`src/rtl/eth_pkg.sv`:
```
// ---------------------------------------------------------------------------
// eth_pkg
// Shared definitions for the Ethernet transmit path arbiter:
//   - tx_state_t      : arbiter FSM states (IDLE, GRANT, IFG)
//   - DEFAULT_*       : default inter-frame gap and watchdog lengths
//   - REQ_ICMP/REQ_ARP: requester index assignments on the shared TX path
//   - min1_clog2      : ceil(log2(value)) clamped to at least 1 bit
// ---------------------------------------------------------------------------
package eth_pkg;

  typedef enum logic [1:0] {
    IDLE  = 2'd0,
    GRANT = 2'd1,
    IFG   = 2'd2
  } tx_state_t;

  localparam int DEFAULT_IFG_CYCLES = 12;
  localparam int DEFAULT_WDT_CYCLES = 2048;

  localparam int REQ_ICMP = 0;
  localparam int REQ_ARP  = 1;

  // Counter/index widths must never collapse to zero bits.
  function automatic int min1_clog2(input int value);
    return (value <= 2) ? 1 : $clog2(value);
  endfunction

endpackage

```
`src/rtl/rr_arbiter.sv`:
```
// ---------------------------------------------------------------------------
// rr_arbiter
// Combinational round-robin pick. Searches upward from (i_last + 1) mod
// NUM_REQ, wrapping, and returns the first requester found.
// Ports:
//   i_req   in  NUM_REQ  level requests
//   i_last  in  IW       index granted most recently
//   o_grant out NUM_REQ  one-hot pick, all-zero when nothing is requested
//   o_idx   out IW       binary index of the pick
//   o_valid out 1        a requester was picked
// ---------------------------------------------------------------------------
module rr_arbiter
  import eth_pkg::*;
#(
  parameter int NUM_REQ = 2,
  parameter int IW      = min1_clog2(NUM_REQ)
)(
  input  logic [NUM_REQ-1:0] i_req,
  input  logic [IW-1:0]      i_last,
  output logic [NUM_REQ-1:0] o_grant,
  output logic [IW-1:0]      o_idx,
  output logic               o_valid
);

  // Offsets 1..NUM_REQ visit every index once, ending on i_last itself,
  // so the previous winner has the lowest priority.
  always_comb begin
    logic [IW-1:0] pos;
    pos     = '0;
    o_grant = '0;
    o_idx   = '0;
    o_valid = 1'b0;
    for (int k = 1; k <= NUM_REQ; k++) begin
      pos = IW'((int'(i_last) + k) % NUM_REQ);
      if (!o_valid && i_req[pos]) begin
        o_valid      = 1'b1;
        o_grant[pos] = 1'b1;
        o_idx        = pos;
      end
    end
  end

endmodule

```
`src/rtl/eth_tx_arbiter.sv`:
```
// ---------------------------------------------------------------------------
// eth_tx_arbiter
// Round-robin owner of the single Ethernet TX byte path. A protocol engine
// (0 = ICMP, 1 = ARP, ...) requests, keeps the grant for a whole frame,
// releases with a tx_done pulse, then IFG_CYCLES idle cycles are enforced.
// Optional feature macro: TX_WATCHDOG_EN -- releases a grant that has been
// held WDT_CYCLES cycles without tx_done and pulses wdt_abort.
// Ports:
//   aclk, areset       clock, asynchronous active-high reset
//   tx_req[N]          per-requester level request
//   tx_done[N]         per-requester end-of-frame pulse
//   tx_data[N*8]       per-requester byte, requester i on [8i+7:8i]
//   tx_valid[N]        per-requester byte qualifier
//   tx_grant[N]        one-hot grant, zero when idle
//   frame_start        pulse in the first grant cycle
//   data_out[8]        registered byte of the granted requester
//   data_valid         registered qualifier of data_out
//   busy               high while granted or in the inter-frame gap
//   wdt_abort          watchdog release pulse (0 without TX_WATCHDOG_EN)
// ---------------------------------------------------------------------------
module eth_tx_arbiter
  import eth_pkg::*;
#(
  parameter int NUM_REQ    = 2,
  parameter int IFG_CYCLES = DEFAULT_IFG_CYCLES,
  parameter int WDT_CYCLES = DEFAULT_WDT_CYCLES
)(
  input  logic                 aclk,
  input  logic                 areset,
  input  logic [NUM_REQ-1:0]   tx_req,
  input  logic [NUM_REQ-1:0]   tx_done,
  input  logic [NUM_REQ*8-1:0] tx_data,
  input  logic [NUM_REQ-1:0]   tx_valid,
  output logic [NUM_REQ-1:0]   tx_grant,
  output logic                 frame_start,
  output logic [7:0]           data_out,
  output logic                 data_valid,
  output logic                 busy,
  output logic                 wdt_abort
);

  localparam int IW = min1_clog2(NUM_REQ);
  localparam int GW = min1_clog2(IFG_CYCLES + 1);
  localparam logic [GW-1:0] GAP_LAST = GW'((IFG_CYCLES > 0) ? IFG_CYCLES - 1 : 0);

  tx_state_t          r_state;
  logic [NUM_REQ-1:0] r_grant;
  logic [IW-1:0]      r_idx;
  logic [IW-1:0]      r_last;
  logic [GW-1:0]      r_gap;
  logic               r_frame_start;
  logic [7:0]         r_data_out;
  logic               r_data_valid;

  logic [NUM_REQ-1:0] w_pick_grant;
  logic [IW-1:0]      w_pick_idx;
  logic               w_pick_valid;
  logic               w_done_hit;
  logic               w_wdt_expire;
  logic               w_release;

  rr_arbiter #(
    .NUM_REQ (NUM_REQ),
    .IW      (IW)
  ) u_rr (
    .i_req   (tx_req),
    .i_last  (r_last),
    .o_grant (w_pick_grant),
    .o_idx   (w_pick_idx),
    .o_valid (w_pick_valid)
  );

  // Only the owner's done closes the frame; stray pulses are ignored.
  assign w_done_hit = (r_state == GRANT) && tx_done[r_idx];
  assign w_release  = w_done_hit || w_wdt_expire;

`ifdef TX_WATCHDOG_EN
  localparam int WW = min1_clog2(WDT_CYCLES + 1);
  localparam logic [WW-1:0] WDT_LAST = WW'(WDT_CYCLES - 1);

  logic [WW-1:0] r_wdt;
  logic          r_wdt_abort;

  assign w_wdt_expire = (r_state == GRANT) && (r_wdt == WDT_LAST);

  // Grant-age counter: zero on entry to GRANT, so expiry lands exactly
  // WDT_CYCLES cycles after the grant appeared. A real done wins a tie.
  always_ff @(posedge aclk or posedge areset) begin
    if (areset) begin
      r_wdt       <= '0;
      r_wdt_abort <= 1'b0;
    end else begin
      r_wdt_abort <= w_wdt_expire && !w_done_hit;
      if ((r_state == GRANT) && !w_release) begin
        r_wdt <= r_wdt + 1'b1;
      end else begin
        r_wdt <= '0;
      end
    end
  end

  assign wdt_abort = r_wdt_abort;
`else
  assign w_wdt_expire = 1'b0;
  assign wdt_abort    = 1'b0;
`endif

  always_ff @(posedge aclk or posedge areset) begin
    if (areset) begin
      r_state       <= IDLE;
      r_grant       <= '0;
      r_idx         <= '0;
      r_last        <= IW'(NUM_REQ - 1);
      r_gap         <= '0;
      r_frame_start <= 1'b0;
      r_data_out    <= 8'h00;
      r_data_valid  <= 1'b0;
    end else begin
      r_frame_start <= 1'b0;
      r_data_valid  <= 1'b0;
      case (r_state)
        IDLE: begin
          if (w_pick_valid) begin
            r_grant       <= w_pick_grant;
            r_idx         <= w_pick_idx;
            r_frame_start <= 1'b1;
            r_state       <= GRANT;
          end
        end
        GRANT: begin
          // The done cycle still carries the owner's last byte.
          r_data_out   <= tx_data[{r_idx, 3'b000} +: 8];
          r_data_valid <= tx_valid[r_idx];
          if (w_release) begin
            r_last  <= r_idx;
            r_grant <= '0;
            r_gap   <= '0;
            r_state <= (IFG_CYCLES == 0) ? IDLE : IFG;
          end
        end
        IFG: begin
          if (r_gap == GAP_LAST) begin
            r_gap   <= '0;
            r_state <= IDLE;
          end else begin
            r_gap <= r_gap + 1'b1;
          end
        end
        default: r_state <= IDLE;
      endcase
    end
  end

  assign tx_grant    = r_grant;
  assign frame_start = r_frame_start;
  assign data_out    = r_data_out;
  assign data_valid  = r_data_valid;
  assign busy        = (r_state != IDLE);

endmodule

```
`config.mk`:
```
export PLATFORM = sky130hd
export DESIGN_NAME = eth_tx_arbiter
export DESIGN_NICKNAME = d
export VERILOG_FILES = /design/src/rtl/eth_pkg.sv /design/src/rtl/rr_arbiter.sv /design/src/rtl/eth_tx_arbiter.sv
export SDC_FILE = /design/constraint.sdc
export NUM_CORES = 1
export LEC_CHECK = 0
export CAP_MARGIN = 20
export CORE_MARGIN = 4
export CORE_UTILIZATION = 54
export CTS_CLUSTER_DIAMETER = 100
export DETAILED_ROUTE_END_ITERATION = 12
export DONT_BUFFER_PORTS = 1
export GPL_ROUTABILITY_DRIVEN = 0
export PLACE_DENSITY = 0.72
export SLEW_MARGIN = 20
export SYNTH_ARGS = -nofsm -noshare
export SYNTH_HDL_FRONTEND = slang
export SYNTH_SLANG_ARGS = --single-unit
```
`constraint.sdc`:
```
create_clock -name aclk -period 1.1 [get_ports aclk]
set_input_delay 0.11 -clock aclk [delete_from_list [all_inputs] [get_ports aclk]]
set_output_delay 0.11 -clock aclk [all_outputs]
set_load 0.02 [all_outputs]
```
==> summary.txt <==
Clock network
  – CTS tree: yes
  – CTS H-tree lvls: 1
  – Skew-Pair Late Insertion Delay: 0.30 ns
  – Root buf cell: clkbuf_4
  – Clock tree buffer depth: 2
  – Clock sinks: 20
  – CTS buffer count: 3
  – Clock slew at reported path FFs: 0.12 ns

Timing
  – Hold Slack: 0.00837 ns
  – FMAX: 784 MHz
  – Clock skew: 0.0147 ns
  – Final Cycle Share: 116%
  – RSZ-0062 raised after global routing: true
  – Slack of the critical path: -0.175 ns
  – Setup violations, final: 18
  – Final hold viol count: 0
  – Max-slew violations: 0
  – Fin crit period: 1.28 ns
  – Sum Neg Setup Slack: -1.16 ns

Final layout
  – # diodes: 0
  – Final net count: 152
  – Final std cells w/o fill: 150
  – Post-route cell area: 0.00132 mm²
  – Layout area overhead: 36.8%
  – Fillers: 94
  – Share of cells above drive strength 1: 30.2%

Synthesis
  – Mapped cell area: 962 µm²
  – Syn avg cell area: 9.92 µm²
  – Synth async-reset ratio: 100%
  – Post-synth top cells: 19 x dfrtp_1, 11 x mux2i_1, 11 x nand2_1, 9 x o21ai_1
  – Dominant cell type by area after synthesis: dfrtp_1
  – Yosys reg bits: 20
  – Main synth FF type: dfrtp_1
  – Top cell type's share of synthesized area: 49.4%
  – Syn_nets: 122
  – Syn Inst Count: 97
  – Top cells by area, synth: dfrtp_1 49%, mux2i_1 11%, o21ai_1 4.7%, nand2_1 4.3%, dfstp_2 2.7%
  – Sequential element share of the synthesized area: 52.1%
  – Synthesis Warnings: 0
  – Number of synthesized flops with an enable pin: 0
  – Number of library cell types mapped by synthesis: 27
  – Most frequent cell after synthesis: dfrtp_1

Placement
  – Post-place instance area: 0.00108 mm²
  – Port-buffer cells: 0
  – Dpl hpwl: 1530 µm
  – Dpl ws: -0.183 ns
  – Placed Instances: 131

Power and ir drop
  – P per Cell Area: 2970 mW/mm²
  – Pleak: 0.632 nW
  – Clk pwr share: 9.2%
  – Int Power: 2.25 mW
  – NetSw: 1.66 mW
  – Switching share of power: 42.5%
  – Reg power frac: 42.2%
  – Peak VDD IR: 2080 µV
  – Logic pwr share: 48.6%

Floorplan
  – IO Count: 38
  – Die Span Y: 50.2 µm
  – Die footprint: 0.00252 mm²
  – Initial Utilization: 60.4%
  – Core region area: 0.00159 mm²
  – Die Wd: 50.2 µm
  – FP Rows: 14

Route
  – DR vias: 812
  – WL/cell: 15.6 µm
  – Post-route ant nets: 0
  – Routed WL: 2340 µm
  – Drc violations: 0
  – Vias per inst: 5.41
  – DRT iter0 DRCs: 8
  – First-pass iteration count of the detailed router: 5

Setup path
  – Worst Path Class, Setup: flop to primary output
  – Setup crit start kind: flop
  – Worst Path Arrival: 1.17 ns
  – CP Data Required Time: 0.99 ns
  – Worst setup EP type: primary output
  – Crit path max fanout: 5

GRT
  – Initial antenna violation count: 0
  – Grt total ovfl: 0
  – Vias in the first global route: 862
  – Gr usage total: 19.7%
  – Largest net degree at the start of global routing: 21
  – First-pass GRT wire length: 3800 µm

Run
  – Max cap viols: 0

Outcome
  – Status: finished, violations left
  – Violated checks: negative setup slack

Hold path
  – Hold WC Path Type: input pin to flop
-- worst paths after layout --
check / from / end / slack [ns] / cells after the start
max: r_state[1] / busy / -0.18 / 4
max in group asynchronous: areset / r_last / 0.54 / 3
min: tx_data[5] / data_out[5] / 0.008 / 2
min reg2reg: r_gap[3] / r_gap[3] / 0.60 / 1
min in group asynchronous: areset / r_state[1] / 0.28 / 3
max reg2reg: r_state[1] / r_gap[3] / -0.17 / 4
-- area by class of cell --
class | instances | area, µm² | share of cell area, %
inverters | 7 | 26.3 | 2.00
flip-flops and latches | 20 | 503 | 38.2
multi-input cells | 65 | 468 | 35.6
repair buffers | 30 | 263 | 20.0
clock buffers | 4 | 26.3 | 2.00
well taps | 24 | 30.0 | 2.28
-- kinds of logic after synthesis --
kind of cell	after synthesis	share of synthesized area [%]
AOI/OAI and AO/OA	26	16.6
and+or+nand+nor	26	12.2
buffers and inverters	12	5.85
muxes	11	11.4
other	1	0.390
DFF	20	52.1
adders and majority gates	1	1.30
-- through the flow --
| step | utilization [%] | total power [mW] |
|---|---|---|
| after global routing | 82.6 | 4.25 |
| final | 82.6 | 3.91 |
| after detailed placement | 68.1 | 3.13 |
| after floorplan | - | 2.61 |
| after CTS | 75.6 | 3.64 |
| after global placement | 68.1 | 3.07 |
-- repair_timing --
item / in CTS / in global routing
endpoints found under the hold margin: 24 / 2
endpoints found under the setup margin: 11 / 19
hold buffers: 6 / 3
buffers inserted: 1 / 6
pin swaps: 2 / 6
resized for setup: 9 / 12
-- state kept, by name, summed over array words and instances (netlist names) --
signal	cells
data_out	8
r_idx	1
r_gap	4
r_last	1
frame_start	1
tx_grant	2
data_valid	1
r_state	2
-- critical path, stage by stage (launching register included) --
cell and delay (ns):
dfrtp_1 0.43, buf_6 0.15, nor2_4 0.11, inv_2 0.06, buf_6 0.12
-- cell usage in the layout, fill, tap and decap left out, drive strengths merged, types with 2 or more instances in the layout --
| master | n |
|---|---|
| nor2 | 7 |
| clkbuf | 4 |
| nand2 | 11 |
| a21boi | 2 |
| nor2b | 3 |
| dfrtp | 19 |
| a21oi | 5 |
| mux2i | 11 |
| buf | 21 |
| inv | 7 |
| dlygate4sd3 | 9 |
| o21ai | 12 |
-- power by group through the flow --
stage	logic (mW)	registers, mW	clock network (mW)
3_3_place_gp	1.46	1.62	0
5_1_grt	2.13	1.70	0.414
3_5_place_dp	1.50	1.63	0
2_1_floorplan	1.03	1.58	0
4_1_cts	1.64	1.64	0.365
6_report	1.90	1.65	0.359
-- layer usage --
layer  global-route usage (%)  routed length, µm  vias up
li1                         -                  -      391
met1                     24.3                911      384
met2                     34.8               1220       31
met3                     4.73                181        6
met4                     4.15                 23        0
met5                        0                  0        -
Note: power is estimated with default switching activity, not from simulation.
